[src/rtl/seq_shift_unit.sv]
// seq_shift_unit
//   Multi-cycle shift/rotate unit. Moves the operand at most STEP bit
//   positions per clock. Handshake is start/ready in, done pulse out.
//
// Parameters
//   N     data width, power of two, >= 2
//   STEP  max positions per clock, power of two, 1 <= STEP <= N
//
// Ports
//   clk    rising-edge clock
//   rst_n  asynchronous active-low reset
//   start  request, sampled only while ready=1
//   op     000 SLL, 001 SRL, 010 SRA, 011 ROL, 100 ROR, others pass a through
//   a      operand, captured on accept
//   b      unsigned shift amount, captured on accept
//   ready  high in IDLE
//   busy   high in SHIFT and DONE
//   done   one-cycle pulse when out is updated
//   out    result register, held until the next done
module seq_shift_unit #(
    parameter int N    = 8,
    parameter int STEP = 1
) (
    input  logic         clk,
    input  logic         rst_n,
    input  logic         start,
    input  logic [2:0]   op,
    input  logic [N-1:0] a,
    input  logic [N-1:0] b,
    output logic         ready,
    output logic         busy,
    output logic         done,
    output logic [N-1:0] out
);

    localparam int LG = $clog2(N);
    localparam int CW = LG + 1;
    localparam logic [CW-1:0] STEP_C = CW'(STEP);
    localparam logic [CW-1:0] N_C    = CW'(N);

    localparam logic [2:0] OP_SLL = 3'b000;
    localparam logic [2:0] OP_SRL = 3'b001;
    localparam logic [2:0] OP_SRA = 3'b010;
    localparam logic [2:0] OP_ROL = 3'b011;
    localparam logic [2:0] OP_ROR = 3'b100;

    typedef enum logic [1:0] {IDLE, SHIFT, DONE} state_t;

    state_t          state;
    logic [N-1:0]    work;
    logic [2:0]      op_q;
    logic [CW-1:0]   remaining;
    logic [CW-1:0]   eff;
    logic [CW-1:0]   k;
    logic [N-1:0]    shifted;

    // One-position move. SRA keeps replicating the current MSB, which is the
    // captured sign bit because the MSB never changes under SRA.
    function automatic logic [N-1:0] step1(input logic [N-1:0] v, input logic [2:0] o);
        case (o)
            OP_SLL:  step1 = {v[N-2:0], 1'b0};
            OP_SRL:  step1 = {1'b0, v[N-1:1]};
            OP_SRA:  step1 = {v[N-1], v[N-1:1]};
            OP_ROL:  step1 = {v[N-2:0], v[N-1]};
            OP_ROR:  step1 = {v[0], v[N-1:1]};
            default: step1 = v;
        endcase
    endfunction

    // Effective amount: shifts saturate at N (any bit above the low LG bits
    // means b >= N), rotates wrap modulo N, reserved ops do nothing.
    always_comb begin
        eff = '0;
        case (op)
            OP_SLL, OP_SRL, OP_SRA: eff = (|b[N-1:LG]) ? N_C : {1'b0, b[LG-1:0]};
            OP_ROL, OP_ROR:         eff = {1'b0, b[LG-1:0]};
            default:                eff = '0;
        endcase
    end

    // Up to STEP single-position moves per clock, gated by what is left.
    always_comb begin
        k       = (remaining < STEP_C) ? remaining : STEP_C;
        shifted = work;
        for (int i = 0; i < STEP; i++) begin
            if (CW'(i) < k) shifted = step1(shifted, op_q);
        end
    end

    always_ff @(posedge clk or negedge rst_n) begin
        if (!rst_n) begin
            state     <= IDLE;
            work      <= '0;
            op_q      <= '0;
            remaining <= '0;
            out       <= '0;
            ready     <= 1'b1;
            busy      <= 1'b0;
            done      <= 1'b0;
        end else begin
            case (state)
                IDLE: begin
                    if (start) begin
                        work      <= a;
                        op_q      <= op;
                        remaining <= eff;
                        ready     <= 1'b0;
                        busy      <= 1'b1;
                        if (eff == '0) begin
                            out   <= a;
                            done  <= 1'b1;
                            state <= DONE;
                        end else begin
                            state <= SHIFT;
                        end
                    end
                end
                SHIFT: begin
                    work      <= shifted;
                    remaining <= remaining - k;
                    if (remaining == k) begin
                        out   <= shifted;
                        done  <= 1'b1;
                        state <= DONE;
                    end
                end
                DONE: begin
                    done  <= 1'b0;
                    busy  <= 1'b0;
                    ready <= 1'b1;
                    state <= IDLE;
                end
                default: begin
                    done  <= 1'b0;
                    busy  <= 1'b0;
                    ready <= 1'b1;
                    state <= IDLE;
                end
            endcase
        end
    end

endmodule

[config.mk]
export PLATFORM = sky130hd
export DESIGN_NAME = seq_shift_unit
export DESIGN_NICKNAME = d
export VERILOG_FILES = /design/src/rtl/seq_shift_unit.sv
export SDC_FILE = /design/constraint.sdc
export NUM_CORES = 1
export LEC_CHECK = 0
export ABC_AREA = 1
export BUFFER_PORTS_ARGS = -buffer_cell sky130_fd_sc_hd__buf_2
export CORE_ASPECT_RATIO = 0.6
export CORE_MARGIN = 2
export CORE_UTILIZATION = 58
export DETAILED_ROUTE_END_ITERATION = 6
export HOLD_SLACK_MARGIN = 0.1
export PLACE_DENSITY_LB_ADDON = 0.3
export SETUP_SLACK_MARGIN = 0.5
export SLEW_MARGIN = 40
export SYNTH_ARGS = -nofsm -noshare
export SYNTH_HDL_FRONTEND = slang
export SYNTH_SLANG_ARGS = --single-unit
export TNS_END_PERCENT = 1
[constraint.sdc]
create_clock -name clk -period 5.4 [get_ports clk]
set_clock_uncertainty 0.2 [all_clocks]
set_input_delay 0.54 -clock clk [delete_from_list [all_inputs] [get_ports clk]]
set_output_delay 0.54 -clock clk [all_outputs]
set_load 0.03 [all_outputs]
==> results of run 1 <==
==> Yosys cell counts <==
library cell and number:
a31oi_1 1, a21oi_1 12, nor2_4 1, inv_1 10, xor2_1 1, nand2_1 97
nor2_8 1, buf_6 2, nand3b_1 1, nor4_1 1, o221ai_2 1, nand2_2 4
nand2_4 1, o21ai_0 5, o22ai_1 1, nand3_1 21, o21ai_1 4, a22oi_1 1
dfrtp_1 27, buf_2 1, nand3_2 1, a21boi_4 1, nand4_1 2, nor2_1 11
ha_1 1, o21ai_2 2, inv_2 7, dfstp_2 1, inv_4 1
==> sequential cells by signal, summed over array words and instances, names as in the netlist <==
register,count
done,1
out,8
ready,1
busy,1
op_q,3
state,2
work,8
remaining,4
==> kinds of logic (layout without fill, tap and decap cells) <==
kind of cell | after synthesis | in the layout | synth area share
AO/OA/AOI/OAI | 28 | 28 | 0.109
XOR/XNOR | 1 | 1 | 0.00544
adder cells (fa/ha/maj) | 1 | 1 | 0.00776
buffers and inverters | 21 | 55 | 0.0606
flip-flops | 28 | 28 | 0.436
AND/OR/NAND/NOR | 141 | 141 | 0.381
==> worst max path at each step <==
| stage | endpoint | slack (ps) |
|---|---|---|
| finish | out[4] | 3390 |
| floorplan | out[1] | 3640 |
| global placement | out[7] | 3490 |
| CTS | out[0] | 3400 |
| global route | out[1] | 3180 |
| detailed placement | out[1] | 3430 |
==> final cells by class <==
class                           count  area share
Timing Repair Buffer               33      0.0912
Multi-Input combinational cell    171       0.435
Tap cell                           32      0.0215
Clock buffer                        3      0.0221
Clock inverter                      1      0.0161
Inverter                           18      0.0376
Sequential cell                    28       0.376
==> critical path: stages (launching register included) <==
cell	delay, ps
dfrtp_1	430
nor2_1	170
nand2_1	140
nand2_1	120
ha_1	170
nand2_1	110
o21ai_2	150
a21boi_4	290
nand2_1	100
nand2_1	60
==> power by group through the flow <==
stage          logic, uW  clock network [uW]  registers (uW)
6_report             786                 166             407
5_1_grt              889                 176             417
4_1_cts              781                 168             404
3_5_place_dp         775                   0             405
3_3_place_gp         766                   0             405
2_1_floorplan        549                   0             467
==> per-layer routing <==
metal  part of all wire  vias up
li1                   -      778
met1               0.50      697
met2               0.40       64
met3              0.090        4
met4             0.0038        0
met5                  0        -
==> stage by stage <==
stage                     instance area, sq um   util
after floorplan                           1610      -
after global placement                    1780  0.693
after detailed placement                  1780  0.693
after CTS                                 1870  0.724
after global routing                      1870  0.724
final                                     1870  0.724
==> metrics.cfg, run 1 <==
[global_route]
first_global_vias=1308
grt_overflow_total=0
gr-usage-met3=0.0759
top_usage_layer=met1
antenna_found_initial=0
grt_util_met2=0.341
grt_max_degree=29
grt_util_all_layers=0.246
global_route.usage.met1=0.381
grt_pass1_wl_mm=6.00

[yosys]
ys_top_cells_by_area=dfrtp_1 (42%), nand2_1 (23%), nand3_1 (6.5%)
ys_seq_area_frac=0.436
synth_top_area_share=0.419
synth_seq_cells=28
synth_top_cell_by_area=dfrtp_1
synth_cell_type_count=29
ys_warn_count=0
synthCells=220
synth_nets=243
syn_avg_cell_area_sq_um=7.33
syn_area_sq_um=1610

[finish]
final_cell_mix=nand2_1 (97), buf_2 (32), dfrtp_1 (27), nand3_1 (21), a21oi_1 (12)
multi_input_area_sq_um=812
fillers=221
seq_area_sq_um=702
area_growth_pct=15.8
layout_commonest_cell=nand2_1
final_cells=286
nets=278
diodes=0
layout-drive-gt1-share=0.224

[placement]
hpwl_mm=2.68
place_congestion=0.937
place_ws_ps=3430
dp.cells=281
port_buffers=32

[setup_path]
crit_arrival_ps=2030
rr_worst_depth=9
r2r_slack_ps=3390
startpoint=remaining[2]
end_kind=flop
crit_type=reg2reg
cp-start-kind=flop
r2r_start=remaining[2]
reg2reg_to=out[4]
cp.required_ps=5420
cp_max_fo=9

[detailed_routing]
vias=1543
wirelength_mm=3.65
ant_nets=0
drt_iter0_drc=139
drc=0
dr.pass1.iters=5
wl_per_cell_microns=12.8
vias_per_cell=5.40

[min_path]
hold-path-cell-count=2
worstHoldStart=out[3]
worstHoldEndpoint=out[3]
hp-class=reg2reg

[sta]
slew_violations=0
fin_crit_sh=0.372
setup_ws_ps=3390
clock.fmax_mhz=497
timing.setup.tns_ps=0
rsz0062_at_grt=no
setup_viol_count_final=0
final-hold-violation-count=0
fin_crit_ps=2010
relSlewSlack=0.580
holdWs_ps=288
worstMarginPinSlew_ps=630

[status]
status=complete, no violations

[clocking]
cts.sinks=28
clkSlewWorstSetupHoldPaths_ps=100
insertion_delay_ps=280
cts_resized=0
clock-root-buffer=clkbuf_8
numCtsBuffers=3
ctsLongestPathBuffers=2
post-cts-setup-buffer-count=0
htreeDepth=1
cts_hold_buf=1
cts_tree=yes

[floorplan]
initial_utilization=0.626
die_w_microns=72.1
die_y_microns=44.8
core_sq_um=2570
std_cell_rows=14
die-area_sq_um=3230
io_pins=33

[power]
clockPowerShare=0.122
pwr-share-seq=0.299
cellPowerDensity_nw_per_um2=729
p_int_uw=664
vdd_drop_max_v=0.000512
p_comb_frac=0.578
finalPower_uw=1360
switching_share=0.511
p_sw_uw=695
p_leak_uw=0.00101

[run]
maxCapViolations=0

Note: power is estimated with default switching activity, not from simulation.
==> run 2: changes to the inputs <==
ABC_AREA = 0   (was 1)
CORE_UTILIZATION = 50   (was 58)
clock period = 1.84 ns   (was 5.4 ns; I/O delays follow)
==> metrics.cfg, run 2 <==
[placement]
port_buffers=32  ; unchanged
hpwl_mm=3.48  ; +30%
place_ws_ps=-344  ; -3780 ps
place_congestion=0.873  ; -6.7%
dp.cells=297  ; +5.7%

[detailed_routing]
vias=1858  ; +20%
wl_per_cell_microns=16.5  ; +29%
dr.pass1.iters=4  ; -1
drt_iter0_drc=121  ; -13%
drc=0  ; unchanged
vias_per_cell=5.81  ; +7.6%
ant_nets=0  ; unchanged
wirelength_mm=5.29  ; +45%

[finish]
nets=299  ; +7.6%
seq_area_sq_um=703  ; +0.18%
layout-drive-gt1-share=0.400  ; +0.176
fillers=248  ; +12%
diodes=0  ; unchanged
layout_commonest_cell=buf_4
top_regs=out (8), work (8), remaining (4)
multi_input_area_sq_um=1090  ; +34%
final_cells=320  ; +12%
area_growth_pct=44.6
fin_util=0.768  ; +0.0432
final_cell_mix=buf_4 (33), buf_2 (31), nor2_1 (27), dfrtp_1 (26), dlygate4sd3_1 (16)

[clocking]
clock-root-buffer=clkbuf_8
clkSlewWorstSetupHoldPaths_ps=100  ; about the same
htreeDepth=1  ; unchanged
insertion_delay_ps=280  ; about the same
cts.sinks=28  ; unchanged
ctsLongestPathBuffers=2  ; unchanged
cts_tree=yes
numCtsBuffers=3  ; unchanged

[power]
cellPowerDensity_nw_per_um2=2010  ; +180%
vdd_drop_max_v=0.00106  ; +110%
p_comb_frac=0.693  ; +0.115
p_leak_uw=0.00120  ; +18%
p_int_uw=2730  ; +310%
p_sw_uw=2410  ; +250%
clockPowerShare=0.069  ; -0.053
pwr-share-seq=0.238  ; -0.061
switching_share=0.468  ; -0.0429

[yosys]
synth_cell_type_count=40  ; +38%
ys_warn_count=0  ; unchanged
async_flop_share=1.00  ; unchanged
synth_nets=221  ; -9.1%
synth-edff-count=0  ; unchanged
ys_top_cells_by_area=dfrtp_1 (38%), mux2i_1 (6.8%), nor2_1 (6.0%)
synth_common_cells=nor2_1 (28), dfrtp_1 (27), nand2_1 (19)
syn_avg_cell_area_sq_um=8.91  ; +22%
synth_seq_cells=28  ; unchanged
ys_seq_area_frac=0.398  ; -0.0377
synthFlopType=dfrtp_1
synth.most_common_cell=nor2_1
synth_top_cell_by_area=dfrtp_1
syn_area_sq_um=1760  ; +9.5%
synthCells=198  ; -10%
synth_top_area_share=0.383  ; -0.0363

[setup_path]
end_kind=flop
cp_max_fo=3  ; -6
r2r_slack_ps=-320  ; -3710 ps
cp-start-kind=flop
crit_arrival_ps=2130  ; +100 ps
r2r_start=remaining[0]
cp.required_ps=1820  ; -3600 ps
reg2reg_to=out[7]
crit_type=reg2reg
rr_worst_depth=7  ; -2

[sta]
fin_crit_ps=2160  ; +147 ps
timing.setup.tns_ps=-3660  ; -3660 ps
final-hold-violation-count=0  ; unchanged
relSlewSlack=0.579  ; -0.000670
slew_violations=0  ; unchanged
setup_ws_ps=-318  ; -3710 ps
clock.fmax_mhz=463  ; -6.8%
fin_crit_sh=1.17  ; +0.800
worstMarginPinSlew_ps=631  ; +1.01 ps
rsz0062_at_grt=yes
holdWs_ps=141  ; -147 ps
setup_viol_count_final=18  ; +18

[floorplan]
die_y_microns=50.0  ; +12%
initial_utilization=0.531  ; -0.0950
core_sq_um=3320  ; +29%
die-area_sq_um=4040  ; +25%
io_pins=33  ; unchanged
die_w_microns=80.7  ; +12%
std_cell_rows=16  ; +2

[global_route]
grt_util_all_layers=0.270  ; +0.0238
top_usage_layer=met2
antenna_found_initial=0  ; unchanged
grt_max_degree=29  ; unchanged
first_global_vias=1804  ; +38%
grt_pass1_wl_mm=8.45  ; +41%
grt_overflow_total=0  ; unchanged
grt_util_met2=0.471  ; +0.130
global_route.usage.met1=0.349  ; -0.0320
gr-usage-met3=0.0568  ; -0.0191

[run]
maxCapViolations=0  ; unchanged

[min_path]
hold-path-cell-count=4  ; +2
worstHoldEndpoint=busy
hp-class=in2reg
worstHoldStart=start

[status]
violations=setup timing
status=finished with violations

==> run 2: changes by cell type after synthesis, sizes merged, moves of 3 or more <==
cell and delta:
nor2 +15, a211oi +6, clkbuf +8, mux2i +12
o22a +7, nand3 -19, o221ai +6, inv -5
o21ai -3, nand2 -83, a221oi +3, or4b +6
nand2b +11
==> run 2: final cells by class <==
type	count	share of cell area
clock buffer	4	0.0177
multi-input combinational	146	0.427
sequential	28	0.276
tap	45	0.0221
timing repair buffer	84	0.238
inverter	13	0.0191
==> run 2: critical path, stage by stage (launching register included) <==
cell and delay, ps:
dfrtp_1 400, or4_4 560, nand2b_4 100, ha_4 140
nand3_4 80, a21oi_4 180, o21ai_4 90, mux2_4 300
==> run 2: per-layer routing <==
layer / part of all wire / routed length, microns
met5: 0 / 0
met4: 0.0038 / 20
met3: 0.065 / 345
met2: 0.50 / 2640
met1: 0.43 / 2280
==> run 2: worst max-delay path by stage <==
stage	start	endpoint	cells past startpoint
after floorplan	remaining[0]	out[7]	8
after global placement	remaining[0]	out[4]	8
after detailed placement	remaining[0]	out[3]	8
after CTS	remaining[2]	out[7]	7
after global routing	remaining[0]	out[7]	7
final	remaining[0]	out[7]	7
==> run 2: cell families (layout without fill, tap and decap cells) <==
logic type | Yosys count | in the layout | synth area share
XOR/XNOR | 1 | 1 | 0.00922
adder cells (fa/ha/maj) | 2 | 2 | 0.0128
flip-flops | 28 | 28 | 0.398
AO/OA/AOI/OAI | 53 | 53 | 0.218
multiplexers | 14 | 14 | 0.0809
AND/OR/NAND/NOR | 76 | 76 | 0.220
buffers and inverters | 24 | 101 | 0.0610
==> run 2: timing repair <==
| action | 4_1_cts | 5_1_grt |
|---|---|---|
| hold buffers | 16 | 0 |
| setup buffers | 2 | 1 |
| pin swaps | 8 | 11 |
| endpoints found under the hold margin | 47 | 0 |
| resized for setup | 14 | 16 |
| setup endpoints to repair | 27 | 27 |
==> run 2: stage by stage <==
step	area, sq um	power, uW
after floorplan	1800	3250
after global placement	2200	4190
after detailed placement	2200	4280
after CTS	2490	4870
after global routing	2550	5460
final	2550	5140
==> run 2: power by group through the flow <==
| stage | clock (uW) | combinational (uW) | sequential [uW] |
|---|---|---|---|
| detailed placement | 0 | 3070 | 1210 |
| CTS | 360 | 3310 | 1200 |
| floorplan | 0 | 1780 | 1470 |
| finish | 355 | 3560 | 1220 |
| global placement | 0 | 3000 | 1190 |
| global route | 387 | 3820 | 1250 |
==> run 3: changes to the inputs <==
SETUP_SLACK_MARGIN = unset   (was 0.5)
SKIP_CTS_REPAIR_TIMING = 1   (was unset)
==> metrics.cfg, run 3 (synthesis gave the netlist of run 2 again) <==
[finish]
layout_commonest_cell=buf_4
top_regs=out (8), work (8), remaining (4)
nets=298  ; -0.33%
fillers=273  ; +10%
finalInstanceArea_sq_um=2480  ; -2.6%
layout-drive-gt1-share=0.361  ; -0.0387
final_cell_mix=buf_4 (34), buf_2 (32), nor2_1 (28), dfrtp_1 (26), nand2_1 (19)
diodes=0  ; unchanged
area_growth_pct=40.9
final_cells=319  ; -0.31%

[setup_path]
startpoint=remaining[2]
slowest_delay_ps=560  ; about the same
crit_arrival_ps=2140  ; about the same
crit_type=reg2reg
path_delay_family=simple AND/OR/NAND/NOR gates
crit_chain=or4_4, nand2b_4, ha_4, nand3_4, a21oi_4, o21ai_4, mux2_4
r2r_start=remaining[2]
cp_num_buf_inv=0  ; unchanged
cpMaxStageDelayCell=or4_4
end_kind=flop
cp_max_fo=3  ; unchanged
cp-start-kind=flop
cp.required_ps=1820  ; about the same

[clocking]
clkSlewWorstSetupHoldPaths_ps=100  ; about the same
htreeDepth=1  ; unchanged
insertion_delay_ps=280  ; about the same
numCtsBuffers=3  ; unchanged
cts.sinks=28  ; unchanged
clock-root-buffer=clkbuf_8
ctsLongestPathBuffers=2  ; unchanged
cts_tree=yes

[placement]
place_congestion=0.873  ; unchanged
dpl-instance-area_sq_um=2200  ; unchanged
hpwl_mm=3.48  ; unchanged
port_buffers=32  ; unchanged
place_ws_ps=-344  ; unchanged
dp.cells=297  ; unchanged

[floorplan]
io_pins=33  ; unchanged
std_cell_rows=16  ; unchanged
core_sq_um=3320  ; unchanged
die_y_microns=50.0  ; unchanged
initial_utilization=0.531  ; unchanged
die_w_microns=80.7  ; unchanged
die-area_sq_um=4040  ; unchanged

[power]
p_comb_frac=0.684  ; -0.009
p_sw_uw=2330  ; -3.3%
p_int_uw=2640  ; -3.3%
vdd_drop_max_v=0.000996  ; -5.9%
finalPower_uw=4970  ; -3.3%
clockPowerShare=0.071  ; +0.002
pwr-share-seq=0.245  ; +0.007
cellPowerDensity_nw_per_um2=2000  ; -0.69%
p_leak_uw=0.00118  ; -1.5%
switching_share=0.468  ; about the same

[global_route]
antenna_found_initial=0  ; unchanged
grt_max_degree=29  ; unchanged
first_global_vias=1660  ; -8.0%
grt_util_all_layers=0.245  ; -0.0252
grt_overflow_total=0  ; unchanged
grt_pass1_wl_mm=7.69  ; -8.9%

[sta]
timing.setup.tns_ps=-3750  ; -81.9 ps
final-hold-violation-count=0  ; unchanged
worstMarginPinSlew_ps=631  ; -0.0365 ps
slew_violations=0  ; unchanged
fin_crit_ps=2160  ; +7.18 ps
setup_ws_ps=-325  ; -7.18 ps
rsz0062_at_grt=yes
clock.fmax_mhz=462  ; -0.33%
fin_crit_sh=1.18  ; +0.00390
setup_viol_count_final=18  ; unchanged
relSlewSlack=0.579  ; about the same

[min_path]
hp-class=in2reg
worstHoldStart=start

[detailed_routing]
ant_nets=0  ; unchanged
wl_per_cell_microns=16.0  ; -3.0%
vias_per_cell=5.61  ; -3.4%
drt_iter0_drc=101  ; -17%
wirelength_mm=5.11  ; -3.3%
vias=1789  ; -3.7%
dr.pass1.iters=4  ; unchanged
drc=0  ; unchanged

[status]
violations=setup timing
status=finished with violations

[run]
maxCapViolations=0  ; unchanged

## run 3: final cells by class
type	instances	area, sq um	share of cell area
repair buffers	83	587	0.236
well taps	45	56.3	0.0227
clock buffers	4	45.0	0.0181
flip-flops and latches	28	703	0.283
inverters	13	48.8	0.0196
multi-input cells	146	1040	0.420
## run 3: final timing paths
path,slack (ps),cells past startpoint,endpoint
setup reg to reg,-320,7,out[7]
hold / removal,130,4,busy
setup / recovery,-320,7,out[7]
max in group asynchronous,760,2,op_q[2]
min in group asynchronous,250,2,op_q[2]
hold reg to reg,290,2,ready
## run 3: through the flow
step | util | hold slack (ps)
finish | 0.748 | 125
floorplan | - | -312
CTS | 0.676 | -261
global placement | 0.663 | 42.3
global route | 0.748 | 139
detailed placement | 0.663 | 43.9
## run 3: tightest hold or removal path: stages
cell and delay, ps:
buf_2 100, nand2b_1 80, buf_4 130, a21oi_1 60
## run 3: power by group through the flow
stage | clock network (uW) | registers [uW] | logic [uW]
after floorplan | 0 | 1470 | 1780
after global placement | 0 | 1190 | 3000
after detailed placement | 0 | 1210 | 3070
after CTS | 360 | 1200 | 3090
after global routing | 386 | 1250 | 3670
final | 352 | 1220 | 3400
## run 3: layer usage
layer  global-route usage  wire length, microns  vias to the layer above
li1                     -                     -                      861
met1                0.331                  2290                      860
met2                0.413                  2490                       66
met3               0.0531                   317                        2
met4               0.0367                     8                        0
met5                    0                     0                        -
